<file path="config.mk">
export PLATFORM = sky130hd
export DESIGN_NAME = ps2_key_event_queue_flat
export DESIGN_NICKNAME = d
export VERILOG_FILES = /design/src/rtl/ps2_pkg.sv /design/src/rtl/ps2_key_event_queue_if.sv /design/src/rtl/ps2_evt_fifo.sv /design/src/rtl/ps2_key_event_queue.sv /design/src/flat_wrapper.sv
export SDC_FILE = /design/constraint.sdc
export NUM_CORES = 1
export LEC_CHECK = 0
export CORE_ASPECT_RATIO = 1.2
export CORE_MARGIN = 2
export CORE_UTILIZATION = 47
export CTS_BUF_LIST = sky130_fd_sc_hd__clkbuf_8
export CTS_CLUSTER_SIZE = 24
export DETAILED_ROUTE_END_ITERATION = 8
export SYNTH_ARGS = -nofsm -noshare
export SYNTH_HDL_FRONTEND = slang
export SYNTH_SLANG_ARGS = --single-unit
</file>
<file path="constraint.sdc">
create_clock -name clock -period 5.56 [get_ports clock]
set_input_delay 1.112 -clock clock [delete_from_list [all_inputs] [get_ports clock]]
set_output_delay 1.112 -clock clock [all_outputs]
set_load 0.02 [all_outputs]
</file>
<file path="src/rtl/ps2_pkg.sv">
// Shared scan-code set 2 constants, event layout and parser state type
// for the PS/2 key event queue.
package ps2_pkg;

  localparam logic [7:0] SC_EXT         = 8'hE0;
  localparam logic [7:0] SC_BRK         = 8'hF0;
  localparam logic [7:0] SC_PAUSE       = 8'hE1;
  localparam logic [7:0] SC_BAT         = 8'hAA;
  localparam logic [7:0] SC_ACK         = 8'hFA;
  localparam logic [7:0] SC_RESEND      = 8'hFE;
  localparam logic [7:0] SC_ECHO        = 8'hEE;
  localparam logic [7:0] SC_ERR_LO      = 8'h00;
  localparam logic [7:0] SC_ERR_HI      = 8'hFF;
  localparam logic [7:0] SC_FAKE_LSHIFT = 8'h12;
  localparam logic [7:0] SC_FAKE_RSHIFT = 8'h59;
  localparam logic [7:0] SC_PAUSE_CODE  = 8'h77;

  // Bytes that follow E1 before the Pause sequence is complete.
  localparam logic [2:0] PAUSE_SKIP = 3'd7;

  localparam int EVT_W           = 16;
  localparam int EVT_PRESSED_BIT = 15;
  localparam int EVT_EXT_BIT     = 8;

  typedef enum logic [2:0] {
    IDLE,
    EXT,
    BRK,
    EXT_BRK,
    PAUSE
  } ps2_state_e;

  function automatic logic [EVT_W-1:0] pack_evt(input logic pressed,
                                                input logic ext,
                                                input logic [7:0] code);
    logic [EVT_W-1:0] e;
    e                  = '0;
    e[EVT_PRESSED_BIT] = pressed;
    e[EVT_EXT_BIT]     = ext;
    e[7:0]             = code;
    return e;
  endfunction

  function automatic logic is_fake_shift(input logic [7:0] code);
    return (code == SC_FAKE_LSHIFT) || (code == SC_FAKE_RSHIFT);
  endfunction

endpackage

</file>
<file path="src/rtl/ps2_key_event_queue_if.sv">
// Byte-stream input and event pop handshake of the PS/2 key event queue.
// master = system side (receiver + MMIO reader), slave = the queue.
interface ps2_key_event_queue_if;
  logic                       byte_valid;
  logic [7:0]                 byte_data;
  logic                       evt_valid;
  logic                       evt_ready;
  logic [ps2_pkg::EVT_W-1:0]  evt_data;

  modport master (output byte_valid, byte_data, evt_ready,
                  input  evt_valid, evt_data);
  modport slave  (input  byte_valid, byte_data, evt_ready,
                  output evt_valid, evt_data);
endinterface

</file>
<file path="src/rtl/ps2_evt_fifo.sv">
// Generic synchronous FIFO with a registered head word (0 when empty).
// A push while full is accepted only if a pop happens in the same cycle.
module ps2_evt_fifo #(
  parameter int DEPTH = 16,
  parameter int WIDTH = 16,
  parameter int CNT_W = $clog2(DEPTH) + 1
) (
  input  logic             clock,
  input  logic             reset,
  input  logic             push,
  input  logic [WIDTH-1:0] push_data,
  input  logic             pop,
  output logic [WIDTH-1:0] head,
  output logic [CNT_W-1:0] count,
  output logic             full,
  output logic             empty
);
  localparam int PTR_W = $clog2(DEPTH);

  logic [WIDTH-1:0] mem [DEPTH];
  logic [PTR_W-1:0] wr_ptr, rd_ptr, rd_nxt;
  logic [CNT_W-1:0] cnt;
  logic [WIDTH-1:0] head_q, head_d;
  logic             push_ok, pop_ok;

  assign empty   = (cnt == '0);
  assign full    = (cnt == CNT_W'(DEPTH));
  assign pop_ok  = pop && !empty;
  assign push_ok = push && (!full || pop_ok);
  assign rd_nxt  = rd_ptr + PTR_W'(1);
  assign head    = head_q;
  assign count   = cnt;

  // Storage array; contents need no reset because the count gates them.
  always_ff @(posedge clock) begin
    if (push_ok) mem[wr_ptr] <= push_data;
  end

  // Next head word: next stored entry, a bypassed push into an emptying FIFO, or 0.
  always_comb begin
    head_d = head_q;
    if (pop_ok) begin
      if (cnt > CNT_W'(1)) head_d = mem[rd_nxt];
      else if (push_ok)    head_d = push_data;
      else                 head_d = '0;
    end else if (empty && push_ok) begin
      head_d = push_data;
    end
  end

  // Pointers, occupancy and head register.
  always_ff @(posedge clock) begin
    if (reset) begin
      wr_ptr <= '0;
      rd_ptr <= '0;
      cnt    <= '0;
      head_q <= '0;
    end else begin
      head_q <= head_d;
      if (push_ok) wr_ptr <= wr_ptr + PTR_W'(1);
      if (pop_ok)  rd_ptr <= rd_nxt;
      case ({push_ok, pop_ok})
        2'b10:   cnt <= cnt + CNT_W'(1);
        2'b01:   cnt <= cnt - CNT_W'(1);
        default: cnt <= cnt;
      endcase
    end
  end
endmodule

</file>
<file path="src/rtl/ps2_key_event_queue.sv">
// PS/2 scan-code set 2 parser feeding a key event FIFO.
// Optional build macro: PS2_TYPEMATIC_FILTER_EN suppresses repeated make
// events for a key that is still held.
module ps2_key_event_queue
  import ps2_pkg::*;
#(
  parameter int DEPTH = 16,
  parameter int CNT_W = $clog2(DEPTH) + 1
) (
  input  logic                 clock,
  input  logic                 reset,
  ps2_key_event_queue_if.slave bus,
  output logic [CNT_W-1:0]     evt_count,
  output logic                 overflow,
  input  logic                 overflow_clr
);
  ps2_state_e       state_q, state_d;
  logic [2:0]       skip_q, skip_d;
  logic             emit;
  logic [EVT_W-1:0] emit_evt;
  logic             suppress;
  logic             push, drop;
  logic             fifo_full, fifo_empty;

  // Parser state and Pause skip counter.
  always_ff @(posedge clock) begin
    if (reset) begin
      state_q <= IDLE;
      skip_q  <= '0;
    end else begin
      state_q <= state_d;
      skip_q  <= skip_d;
    end
  end

  // Parser next state and event emission; advances only on byte_valid.
  always_comb begin
    state_d  = state_q;
    skip_d   = skip_q;
    emit     = 1'b0;
    emit_evt = '0;
    if (bus.byte_valid) begin
      case (state_q)
        IDLE: begin
          case (bus.byte_data)
            SC_EXT:   state_d = EXT;
            SC_BRK:   state_d = BRK;
            SC_PAUSE: begin
              state_d = PAUSE;
              skip_d  = PAUSE_SKIP;
            end
            SC_BAT, SC_ACK, SC_RESEND, SC_ECHO, SC_ERR_LO, SC_ERR_HI: ;
            default: begin
              emit     = 1'b1;
              emit_evt = pack_evt(1'b1, 1'b0, bus.byte_data);
            end
          endcase
        end
        EXT: begin
          if (bus.byte_data == SC_BRK) begin
            state_d = EXT_BRK;
          end else begin
            state_d  = IDLE;
            emit     = !is_fake_shift(bus.byte_data);
            emit_evt = pack_evt(1'b1, 1'b1, bus.byte_data);
          end
        end
        BRK: begin
          state_d  = IDLE;
          emit     = 1'b1;
          emit_evt = pack_evt(1'b0, 1'b0, bus.byte_data);
        end
        EXT_BRK: begin
          state_d  = IDLE;
          emit     = !is_fake_shift(bus.byte_data);
          emit_evt = pack_evt(1'b0, 1'b1, bus.byte_data);
        end
        PAUSE: begin
          skip_d = skip_q - 3'd1;
          if (skip_q == 3'd1) begin
            state_d  = IDLE;
            emit     = 1'b1;
            emit_evt = pack_evt(1'b1, 1'b1, SC_PAUSE_CODE);
          end
        end
        default: state_d = IDLE;
      endcase
    end
  end

`ifdef PS2_TYPEMATIC_FILTER_EN
  logic       held_q;
  logic [8:0] key_q;

  // A make matching the still-held key is a typematic repeat.
  always_comb begin
    suppress = emit && emit_evt[EVT_PRESSED_BIT] && held_q &&
               (key_q == {emit_evt[EVT_EXT_BIT], emit_evt[7:0]});
  end

  // Track the last make pushed; its matching break releases it.
  always_ff @(posedge clock) begin
    if (reset) begin
      held_q <= 1'b0;
      key_q  <= '0;
    end else if (emit && !suppress) begin
      if (emit_evt[EVT_PRESSED_BIT]) begin
        held_q <= 1'b1;
        key_q  <= {emit_evt[EVT_EXT_BIT], emit_evt[7:0]};
      end else if (key_q == {emit_evt[EVT_EXT_BIT], emit_evt[7:0]}) begin
        held_q <= 1'b0;
      end
    end
  end
`else
  assign suppress = 1'b0;
`endif

  assign push = emit && !suppress;
  assign drop = push && fifo_full && !(bus.evt_valid && bus.evt_ready);

  ps2_evt_fifo #(
    .DEPTH (DEPTH),
    .WIDTH (EVT_W),
    .CNT_W (CNT_W)
  ) u_fifo (
    .clock     (clock),
    .reset     (reset),
    .push      (push),
    .push_data (emit_evt),
    .pop       (bus.evt_ready),
    .head      (bus.evt_data),
    .count     (evt_count),
    .full      (fifo_full),
    .empty     (fifo_empty)
  );

  assign bus.evt_valid = !fifo_empty;

  // Sticky overflow; a new drop wins over a clear in the same cycle.
  always_ff @(posedge clock) begin
    if (reset)             overflow <= 1'b0;
    else if (drop)         overflow <= 1'b1;
    else if (overflow_clr) overflow <= 1'b0;
  end
endmodule

</file>
<file path="src/flat_wrapper.sv">
// flat-port wrapper written by rule: the top's interface ports become plain ports
module ps2_key_event_queue_flat import ps2_pkg::*;
#(
  parameter int DEPTH = 16,
  parameter int CNT_W = $clog2(DEPTH) + 1
)
  (clock, reset, evt_count, overflow, overflow_clr, bus_byte_valid, bus_byte_data, bus_evt_ready, bus_evt_valid, bus_evt_data);
  ps2_key_event_queue_if bus_i ();
  input  logic clock;
  input  logic reset;
  output logic [CNT_W-1:0] evt_count;
  output logic overflow;
  input  logic overflow_clr;
  input wire logic [$bits(bus_i.byte_valid)-1:0] bus_byte_valid;
  input wire logic [$bits(bus_i.byte_data)-1:0] bus_byte_data;
  input wire logic [$bits(bus_i.evt_ready)-1:0] bus_evt_ready;
  output wire logic [$bits(bus_i.evt_valid)-1:0] bus_evt_valid;
  output wire logic [$bits(bus_i.evt_data)-1:0] bus_evt_data;
  assign bus_i.byte_valid = bus_byte_valid;
  assign bus_i.byte_data = bus_byte_data;
  assign bus_i.evt_ready = bus_evt_ready;
  assign bus_evt_valid = bus_i.evt_valid;
  assign bus_evt_data = bus_i.evt_data;
  ps2_key_event_queue #(.DEPTH(DEPTH), .CNT_W(CNT_W)) u_core (.clock(clock), .reset(reset), .bus(bus_i), .evt_count(evt_count), .overflow(overflow), .overflow_clr(overflow_clr));
endmodule
</file>
Word-level counts from Yosys, hierarchy flattened:

Memory sizes are Yosys's and may differ from the RTL's.
Cells that the tools add are included.

* register bits: 36
* bits in writable memories: 256
* input bits: 13
* memories kept: 1

Memories
* u_core.u_fifo.mem: words 16, bits a word 16, read ports 1, clocked after Yosys merged registers in 0, write ports 1, RTL line ps2_evt_fifo.sv:20 `logic [WIDTH-1:0] mem [DEPTH];`

* add/subtract/negate cells: 5
* $lt $le $gt $ge: 1
* equality and inequality tests: 21
* mux-type cells: 25
* reductions and logical operators: 21

Operator list (number)
* $mux 16: 8
* $pmux 16 s5: 1
* $eq 8x8->1 const B: 8
* $pmux 3 s3: 2
* $pmux 5 s2: 1
* $reduce_or 9->1: 1
* $add 4x1->4 const B: 2
* $eq 8x5->1 const B: 1
* $eq 8x7->1 const B: 1
* $logic_not 8->1: 1
* $mux 1: 8
* $reduce_bool 2->1: 4
* $eq 3x1->1 const B: 2
* $eq 3x2->1 const B: 2
* $mux 3: 2
* $pmux 3 s2: 1
* $reduce_and 3->1: 2
* $add 5x1->5 const B: 1
* $eq 5x5->1 const B: 1
* $gt 5x1->1 const B: 1
* $logic_and 1x1->1: 5
* $logic_not 5->1: 1
* $pmux 1 s5: 1
* $sub 5x1->5 const B: 1
* other kinds (11): 15

Logic depth before layout (Yosys ltp):

Gate-level depths: netlist of run 1.

* depth after elaboration: 10
* mapped depth: 17
* depth with buffers taken out: 14

Hierarchy:

From an unflattened synthesis of run 1, not the netlist that was laid out.

* cell total of the unflattened synthesis: 955
* area, all modules: 12145.4 um^2

By module, submodules not included
* ps2_evt_fifo: times used 1, cells each 841, area each 11338.4 um^2
* ps2_key_event_queue: times used 1, cells each 114, area each 807.0 um^2

Worst setup path after synthesis of run 1:

OpenSTA, ideal clock, no wires.

* kind: input to register
* start: input bus_byte_data[4]
* end: register u_core.u_fifo.cnt[3] (netlist: u_core.u_fifo.count[3])
* arrival: 3.616 ns
* slack: 1.873 ns
* cell stages on the path: 14
* path through: clkbuf_1 > nor2b_1 > nand4_2 > a41o_1 > o211ai_1 > a21oi_1 > buf_2 > buf_2 > inv_1 > ha_1 > nor4b_1 > a31oi_1 > or3_1 > a21oi_1

* word-level cells in the longest chain between the ends: 9
* elaborated cells on any way between the ends: 23

Ends and longest elaborated chain
* from (decl): RTL line flat_wrapper.sv:15 `input wire logic [$bits(bus_i.byte_data)-1:0] bus_byte_data;`
* parallel branches: the longest is 4 deep, another holds $reduce_or 9->1
* $pmux 1 s5 (*): RTL line ps2_key_event_queue.sv:43 `case (state_q)`
* $mux 1 (*): RTL line ps2_key_event_queue.sv:42 `if (bus.byte_valid) begin`
* $logic_and 1x1->1 (*): RTL line ps2_evt_fifo.sv:29 `assign push_ok = push && (!full || pop_ok);`
* $eq 2x1->1 / $eq 2x2->1 (equally long branches): RTL line ps2_evt_fifo.sv:62 `case ({push_ok, pop_ok})`
* $pmux 5 s2 / $reduce_bool 2->1 (equally long branches)
* to (signal assigned): RTL line ps2_evt_fifo.sv:63 `2'b10: cnt <= cnt + CNT_W'(1);`
* to (signal assigned): RTL line ps2_evt_fifo.sv:64 `2'b01: cnt <= cnt - CNT_W'(1);`
* to (signal assigned): RTL line ps2_evt_fifo.sv:65 `default: cnt <= cnt;`
* to (decl): RTL line ps2_evt_fifo.sv:22 `logic [CNT_W-1:0] cnt;`

Mark *: on every way between the ends.
A chain may end at the register's enable or synchronous reset.

Worst setup path in the final report of run 1:

* start: input bus_byte_data[6]
* end: register u_core.u_fifo.cnt[3] (netlist: u_core.u_fifo.count[3])

The elaborated chain is that of the path after synthesis.

==> results of run 1 <==
-- layer usage --
metal / up-vias / share of wire / GRT usage
met1: 2418 / 0.44 / 0.270
met3: 19 / 0.040 / 0.0373
met5: - / 0 / 0
li1: 2163 / - / -
met4: 0 / 0.015 / 0.0528
met2: 119 / 0.51 / 0.337
-- report_power, final --
part           internal (mW)  total [mW]  switching [mW]
clock network          0.362       0.863           0.501
logic                  0.561        1.24           0.674
registers               1.64        1.70          0.0561
total                   2.56        3.79            1.23
-- metrics by stage --
stage | cells | hold WS, ns | util | area (sq um) | setup WS, ns
5_1_grt | 796 | 0.582 | 0.526 | 9150 | 1.32
6_report | 796 | 0.536 | 0.526 | 9150 | 1.53
2_1_floorplan | 536 | 0.473 | - | 8260 | 1.87
3_5_place_dp | 764 | 0.524 | 0.505 | 8770 | 1.10
4_1_cts | 796 | 0.547 | 0.526 | 9150 | 1.58
3_3_place_gp | 764 | 0.487 | 0.505 | 8770 | 1.30
-- cell usage after synthesis (all sizes together), types with 5 or more instances --
library cell | n | area share
edfxtp | 160 | 0.58
mux4 | 40 | 0.11
a211oi | 33 | 0.030
dfxtp | 30 | 0.073
nor2 | 29 | 0.013
buf | 21 | 0.015
nor3 | 20 | 0.014
nor2b | 19 | 0.014
and3 | 18 | 0.014
clkbuf | 16 | 0.0073
nand2 | 14 | 0.0064
a21oi | 13 | 0.0079
mux2i | 13 | 0.016
nor4 | 12 | 0.0091
ha | 11 | 0.017
inv | 10 | 0.0046
o21ai | 9 | 0.0055
nand3 | 7 | 0.0042
xnor2 | 6 | 0.0064
xor2 | 6 | 0.0064
and2 | 5 | 0.0038
-- cell families after synthesis --
kind of cell,after synthesis,synth area share
flip-flops,190,0.656
AND/OR/NAND/NOR,141,0.0974
AO/OA/AOI/OAI,75,0.0636
multiplexers,54,0.126
buffers and inverters,47,0.0272
XOR/XNOR,12,0.0127
adder cells (fa/ha/maj),11,0.0167
other,1,0.000455
-- worst register-to-register path, stage by stage (launching register included) --
cell and delay (ns):
dfxtp_1 0.42, or3_1 0.44, a41o_1 0.30, nor2_1 0.13, nand3_1 0.17, a21oi_1 0.21
buf_4 0.24, inv_1 0.06, ha_1 0.27, nor2b_1 0.18, a31oi_1 0.12, or3_1 0.33
a21oi_1 0.16
-- state kept, by name, indices dropped and copies added (netlist names) --
signal,cells
u_core.u_fifo.mem,160
u_core.state_q,3
u_core.u_fifo.head,10
u_core.skip_q,3
u_core.overflow,1
u_core.u_fifo.rd_ptr,4
u_core.u_fifo.wr_ptr,4
u_core.u_fifo.count,5
-- layout make-up --
class                           instances  area (sq um)
Sequential cell                       190          5410
Timing Repair Buffer                   45           410
Fill cell                            1435          8230
Tap cell                              220           275
Inverter                               10          37.5
Clock inverter                         15           139
Multi-Input combinational cell        299          2640
Clock buffer                           17           234
-- final timing paths --
check / startpoint / endpoint / slack, ns / cells after the start
setup / recovery: bus_byte_data[6] / u_core.u_fifo.count[3]$_SDFFE_PP0P_ / 1.53 / 13
hold / removal: u_core.skip_q[0]$_SDFFE_PP0P_ / u_core.skip_q[0]$_SDFFE_PP0P_ / 0.54 / 1
setup reg to reg: u_core.state_q[2]$_SDFFE_PP0P_ / u_core.u_fifo.count[3]$_SDFFE_PP0P_ / 2.45 / 12
hold reg to reg: u_core.skip_q[0]$_SDFFE_PP0P_ / u_core.skip_q[0]$_SDFFE_PP0P_ / 0.54 / 1
==> metrics.yaml, run 1 <==
global_routing:
  antenna_found_initial: 0
  grt_max_degree: 44
  track_usage: 0.200
  grt_first_pass_wirelength_um: 27600
  grt_pass1_vias: 4677
  gr-total-overflow: 0
hold_path:
  hp-class: "flip-flop to flip-flop"
timing:
  hold_viol: 0
  clock.fmax_mhz: 248
  slew_headroom: 0.180
  period_needed_ns: 4.03
  setup_viol: 0
  final.setup.tns_ns: 0
  worstMarginPinSlew_ns: 1.23
  drv_slew: 0
  rsz0062_at_grt: "no"
  fin_skew_ns: 0.0105
  min_period_over_period: 0.725
layout:
  mostFrequentLayoutCells: "160 x edfxtp_1, 40 x mux4_2, 33 x a211oi_1"
  drive_gt1_frac: 0.165
  num_antenna_cells: 0
  fin_nets: 587
  area_growth_pct: 10.9
  final_common_cell: "edfxtp_1"
critical_path:
  critPathKind: "primary input to flip-flop"
  path_delay_family: "simple AND/OR/NAND/NOR gates"
  max_stage_delay_ns: 0.64
  worstSetupEndpointType: "flip-flop"
  cpMaxStageDelayCell: "clkdlybuf4s50_1"
  worstPathRequired_ns: 5.92
  worstPathCellList: "clkdlybuf4s50_1 -> nor4b_4 -> a31oi_1 -> or4_1 -> nand3_1 -> a21oi_1 -> buf_4 -> inv_1 -> ha_1 -> nor4b_1 -> a31oi_1 -> or3_1 -> a21oi_1"
  crit_arrival_ns: 4.39
  timing.critical_path.buf_inv: 3
  path_max_fanout: 20
  cp-start-kind: "primary input"
route:
  drt_iter0_drc: 469
  dr.pass1.iters: 5
  route.final.wire_length_um: 17800
  dr_total_vias: 4719
  wl_per_cell_um: 22.4
  ant_nets: 0
  route.detailed.drc: 0
  avgViaCountPerCell: 5.93
synth:
  synth_ff_type: "edfxtp_1"
  ys_warn_count: 0
  avgSynthCellArea_sq_um: 15.5
  syn-cell-area_sq_um: 8250
  synthArstFlopShare: 0
  yosysSeqAreaShare: 0.656
  synth_edf_count: 160
  ys_ff_latch: 190
  ys_types: 54
  syn_inst: 531
clocking:
  cts.path.max_buffers: 2
  holdBufCountCts: 0
  cts_resized: 0
  cts_tree: "yes"
  cts_sinks: 190
  cts_buffers: 17
  cts_max_level: 4
  post_cts.repair.setup_buffers: 0
  clk_pin_slew_worst_paths_ns: 0.10
  root_buffer: "clkbuf_8"
  clk_latency_ns: 0.46
floorplanning:
  design.die.area_sq_um: 18600
  core_area_sq_um: 17400
  dieHeight_um: 149
  start_util: 0.475
  pin_count: 36
  die_w_um: 125
  fp-row-count: 53
pwr:
  finalPower_mw: 3.79
  peakVddDrop_v: 0.000172
  power.density_nw_per_um2: 415
  power.leakage_nw: 3.05
run_status:
  outcome: "completed"
placement:
  place.gp.congestion: 0.833
  hpwl_um: 11500
  place.port_buffers: 29
run:
  drv_cap: 0
No activity file was read; power rests on OpenSTA's default activity.
==> run 2, diff against run 1 <==
Clock period 5.56 ns to 3.8 ns, I/O delays scaled along.
==> run 2 against run 1 <==
Compared with the run above:
- setup slack worse by 1.1 ns
- hold slack lost 0.011 ns
- first-iteration DRC count shrank 19%
- largest power group unchanged
- largest cell class unchanged
- critical endpoint unchanged
==> metrics.yaml, run 2 (synthesis gave the netlist of run 1 again) <==
floorplanning:
  pin_count: 36  # unchanged
  die_w_um: 125  # unchanged
  start_util: 0.475  # unchanged
  fp-row-count: 53  # unchanged
  design.die.area_sq_um: 18600  # unchanged
  core_area_sq_um: 17400  # unchanged
  dieHeight_um: 149  # unchanged
hold_path:
  hp-class: "flip-flop to flip-flop"  # unchanged
  min_from: "u_core.skip_q[0]$_SDFFE_PP0P_"  # unchanged
  hold_end: "u_core.skip_q[0]$_SDFFE_PP0P_"  # unchanged
  hold_path_depth: 1  # unchanged
critical_path:
  worstSetupEndpointType: "flip-flop"  # unchanged
  r2r-end: "u_core.u_fifo.mem[8][4]$_DFFE_PP_"  # was u_core.u_fifo.count[3]$_SDFFE_PP0P_
  timing.critical_path.buf_inv: 2  # was 3
  worstPathRequired_ns: 4.19  # was 5.92 ns
  rr_startpoint: "u_core.skip_q[0]$_SDFFE_PP0P_"  # was u_core.state_q[2]$_SDFFE_PP0P_
  reg2reg_slack_ns: 0.84  # was 2.45 ns
  worstPathCellList: "clkdlybuf4s50_1 -> nor4b_4 -> nand4_2 -> a41o_1 -> o211ai_1 -> a21oi_1 -> inv_1 -> ha_1 -> nor4b_1 -> a31oi_1 -> or3_1 -> a21oi_1"  # was clkdlybuf4s50_1 -> nor4b_4 -> a31oi_1 -> or4_1 -> nand3_1 -> a21oi_1 -> buf_4 -> inv_1 -> ha_1 -> nor4b_1 -> a31oi_1 -> or3_1 -> a21oi_1
  path_delay_family: "simple AND/OR/NAND/NOR gates"  # unchanged
  cpMaxStageDelayCell: "clkdlybuf4s50_1"  # unchanged
  cp-start-kind: "primary input"  # unchanged
  critPathMostFrequentCell: "a21oi_1"
  path_max_fanout: 7  # was 20
  max_stage_delay_ns: 0.54  # was 0.64 ns
  critPathKind: "primary input to flip-flop"  # unchanged
  ff2ff_path_depth: 8  # was 12
  crit_arrival_ns: 3.79  # was 4.39 ns
timing:
  worstMarginPinSlew_ns: 1.25  # was 1.23 ns
  setup_viol: 0  # unchanged
  drv_slew: 0  # unchanged
  slew_headroom: 0.160  # was 0.180
  final.setup.tns_ns: 0  # unchanged
  fin_skew_ns: 0.0122  # was 0.0105 ns
  rsz0062_at_grt: "no"  # unchanged
  period_needed_ns: 3.40
  min_period_over_period: 0.894
  hold_viol: 0  # unchanged
  clock.fmax_mhz: 294
route:
  route.final.wire_length_um: 17500  # was 17800 um
  avgViaCountPerCell: 5.91  # was 5.93
  route.detailed.drc: 0  # unchanged
  dr.pass1.iters: 6  # was 5
  wl_per_cell_um: 21.7  # was 22.4 um
  ant_nets: 0  # unchanged
  drt_iter0_drc: 379  # was 469
  dr_total_vias: 4745  # was 4719
global_routing:
  grt_first_pass_wirelength_um: 27500  # was 27600 um
  grt_pass1_vias: 4882  # was 4677
  grt_max_degree: 44  # unchanged
  gr-total-overflow: 0  # unchanged
  antenna_found_initial: 0  # unchanged
  track_usage: 0.198  # was 0.200
run_status:
  outcome: "completed"  # unchanged
run:
  drv_cap: 0  # unchanged
placement:
  place.gp.congestion: 0.819  # was 0.833
  place.port_buffers: 29  # unchanged
  dpl_cell_area_sq_um: 8840  # was 8770 sq um
  hpwl_um: 11500  # about the same
layout:
  largest-register: "u_core.u_fifo.mem"  # unchanged
  largest_reg_flops: 160  # unchanged
  fin_nets: 594  # was 587
  final_common_cell: "edfxtp_1"  # unchanged
  area_growth_pct: 12.4  # was 10.9%
  drive_gt1_frac: 0.173  # was 0.165
  fin_util: 0.533  # was 0.526
  fin_area_sq_um: 9270  # was 9150 sq um
  mostFrequentLayoutCells: "160 x edfxtp_1, 40 x mux4_2, 33 x a211oi_1"  # unchanged
  num_antenna_cells: 0  # unchanged
clocking:
  root_buffer: "clkbuf_8"  # unchanged
  cts.path.max_buffers: 2  # unchanged
  cts_sinks: 190  # unchanged
  post_cts.repair.setup_buffers: 0  # unchanged
  cts_max_level: 4  # unchanged
  cts_buffers: 17  # unchanged
  clk_latency_ns: 0.46  # about the same
  clk_pin_slew_worst_paths_ns: 0.09  # was 0.10 ns
  cts_resized: 0  # unchanged
  cts_tree: "yes"  # unchanged
  holdBufCountCts: 0  # unchanged
pwr:
  power.density_nw_per_um2: 617  # was 415 nW/um^2
  power.leakage_nw: 3.13  # was 3.05 nW
  p_sw_frac: 0.306  # was 0.324
  internal_power_mw: 3.97  # was 2.56 mW
  comb_power_share: 0.316  # was 0.325
  finalPower_mw: 5.72  # was 3.79 mW
  seqPwrFrac: 0.434  # was 0.447
  p_clk_frac: 0.250  # was 0.227
  switching_power_mw: 1.75  # was 1.23 mW
  peakVddDrop_v: 0.000438  # was 0.000172 V
[run 2: cell types whose count changed in the layout (fill, tap and decap cells not counted)]
cell	previous run	this run
inv_6	2	1
buf_12	0	1
inv_8	3	2
inv_1	11	13
clkinv_1	1	0
clkinv_4	2	1
buf_4	16	22
bufinv_16	1	4
clkinvlp_4	3	2
[run 2: worst max path at each step]
stage | from | end | slack (ns) | depth (start not counted)
6_report | bus_byte_data[1] | u_core.u_fifo.count[3]$_SDFFE_PP0P_ | 0.40 | 12
5_1_grt | bus_byte_data[1] | u_core.u_fifo.count[3]$_SDFFE_PP0P_ | 0.08 | 12
2_1_floorplan | bus_byte_data[4] | u_core.u_fifo.count[3]$_SDFFE_PP0P_ | 0.47 | 14
3_5_place_dp | bus_byte_data[1] | u_core.u_fifo.count[3]$_SDFFE_PP0P_ | -0.007 | 12
4_1_cts | bus_byte_data[1] | u_core.u_fifo.count[3]$_SDFFE_PP0P_ | 0.48 | 12
3_3_place_gp | bus_byte_data[1] | u_core.u_fifo.count[3]$_SDFFE_PP0P_ | 0.10 | 12
[run 2: power by group through the flow]
stage / sequential (mW) / clock (mW) / combinational, mW
2_1_floorplan: 2.59 / 0 / 1.21
3_3_place_gp: 2.53 / 0 / 1.81
3_5_place_dp: 2.53 / 0 / 1.84
4_1_cts: 2.48 / 1.45 / 1.84
5_1_grt: 2.50 / 1.53 / 1.95
6_report: 2.48 / 1.43 / 1.81
[run 2: area by class of cell]
type | count | area [sq um]
Fill cell | 1416 | 8110
Sequential cell | 190 | 5410
Multi-Input combinational cell | 299 | 2640
Timing Repair Buffer | 52 | 475
Tap cell | 220 | 275
Clock buffer | 17 | 234
Clock inverter | 15 | 196
Inverter | 10 | 37.5
[run 2: stage by stage]
step           setup slack (ns)  instances  hold WS [ns]
3_3_place_gp              0.103        771         0.489
3_5_place_dp           -0.00747        771         0.516
2_1_floorplan             0.465        536         0.473
5_1_grt                  0.0808        803         0.547
6_report                  0.401        803         0.525
4_1_cts                   0.478        803         0.534
[run 2: routing by layer]
| metal | part of all wire | global-route usage | routed length (um) | vias to the layer above |
|---|---|---|---|---|
| li1 | - | - | - | 2175 |
| met1 | 0.43 | 0.258 | 7450 | 2436 |
| met2 | 0.52 | 0.337 | 9010 | 115 |
| met3 | 0.038 | 0.0369 | 665 | 19 |
| met4 | 0.019 | 0.0678 | 334 | 0 |
| met5 | 0 | 0 | 0 | - |
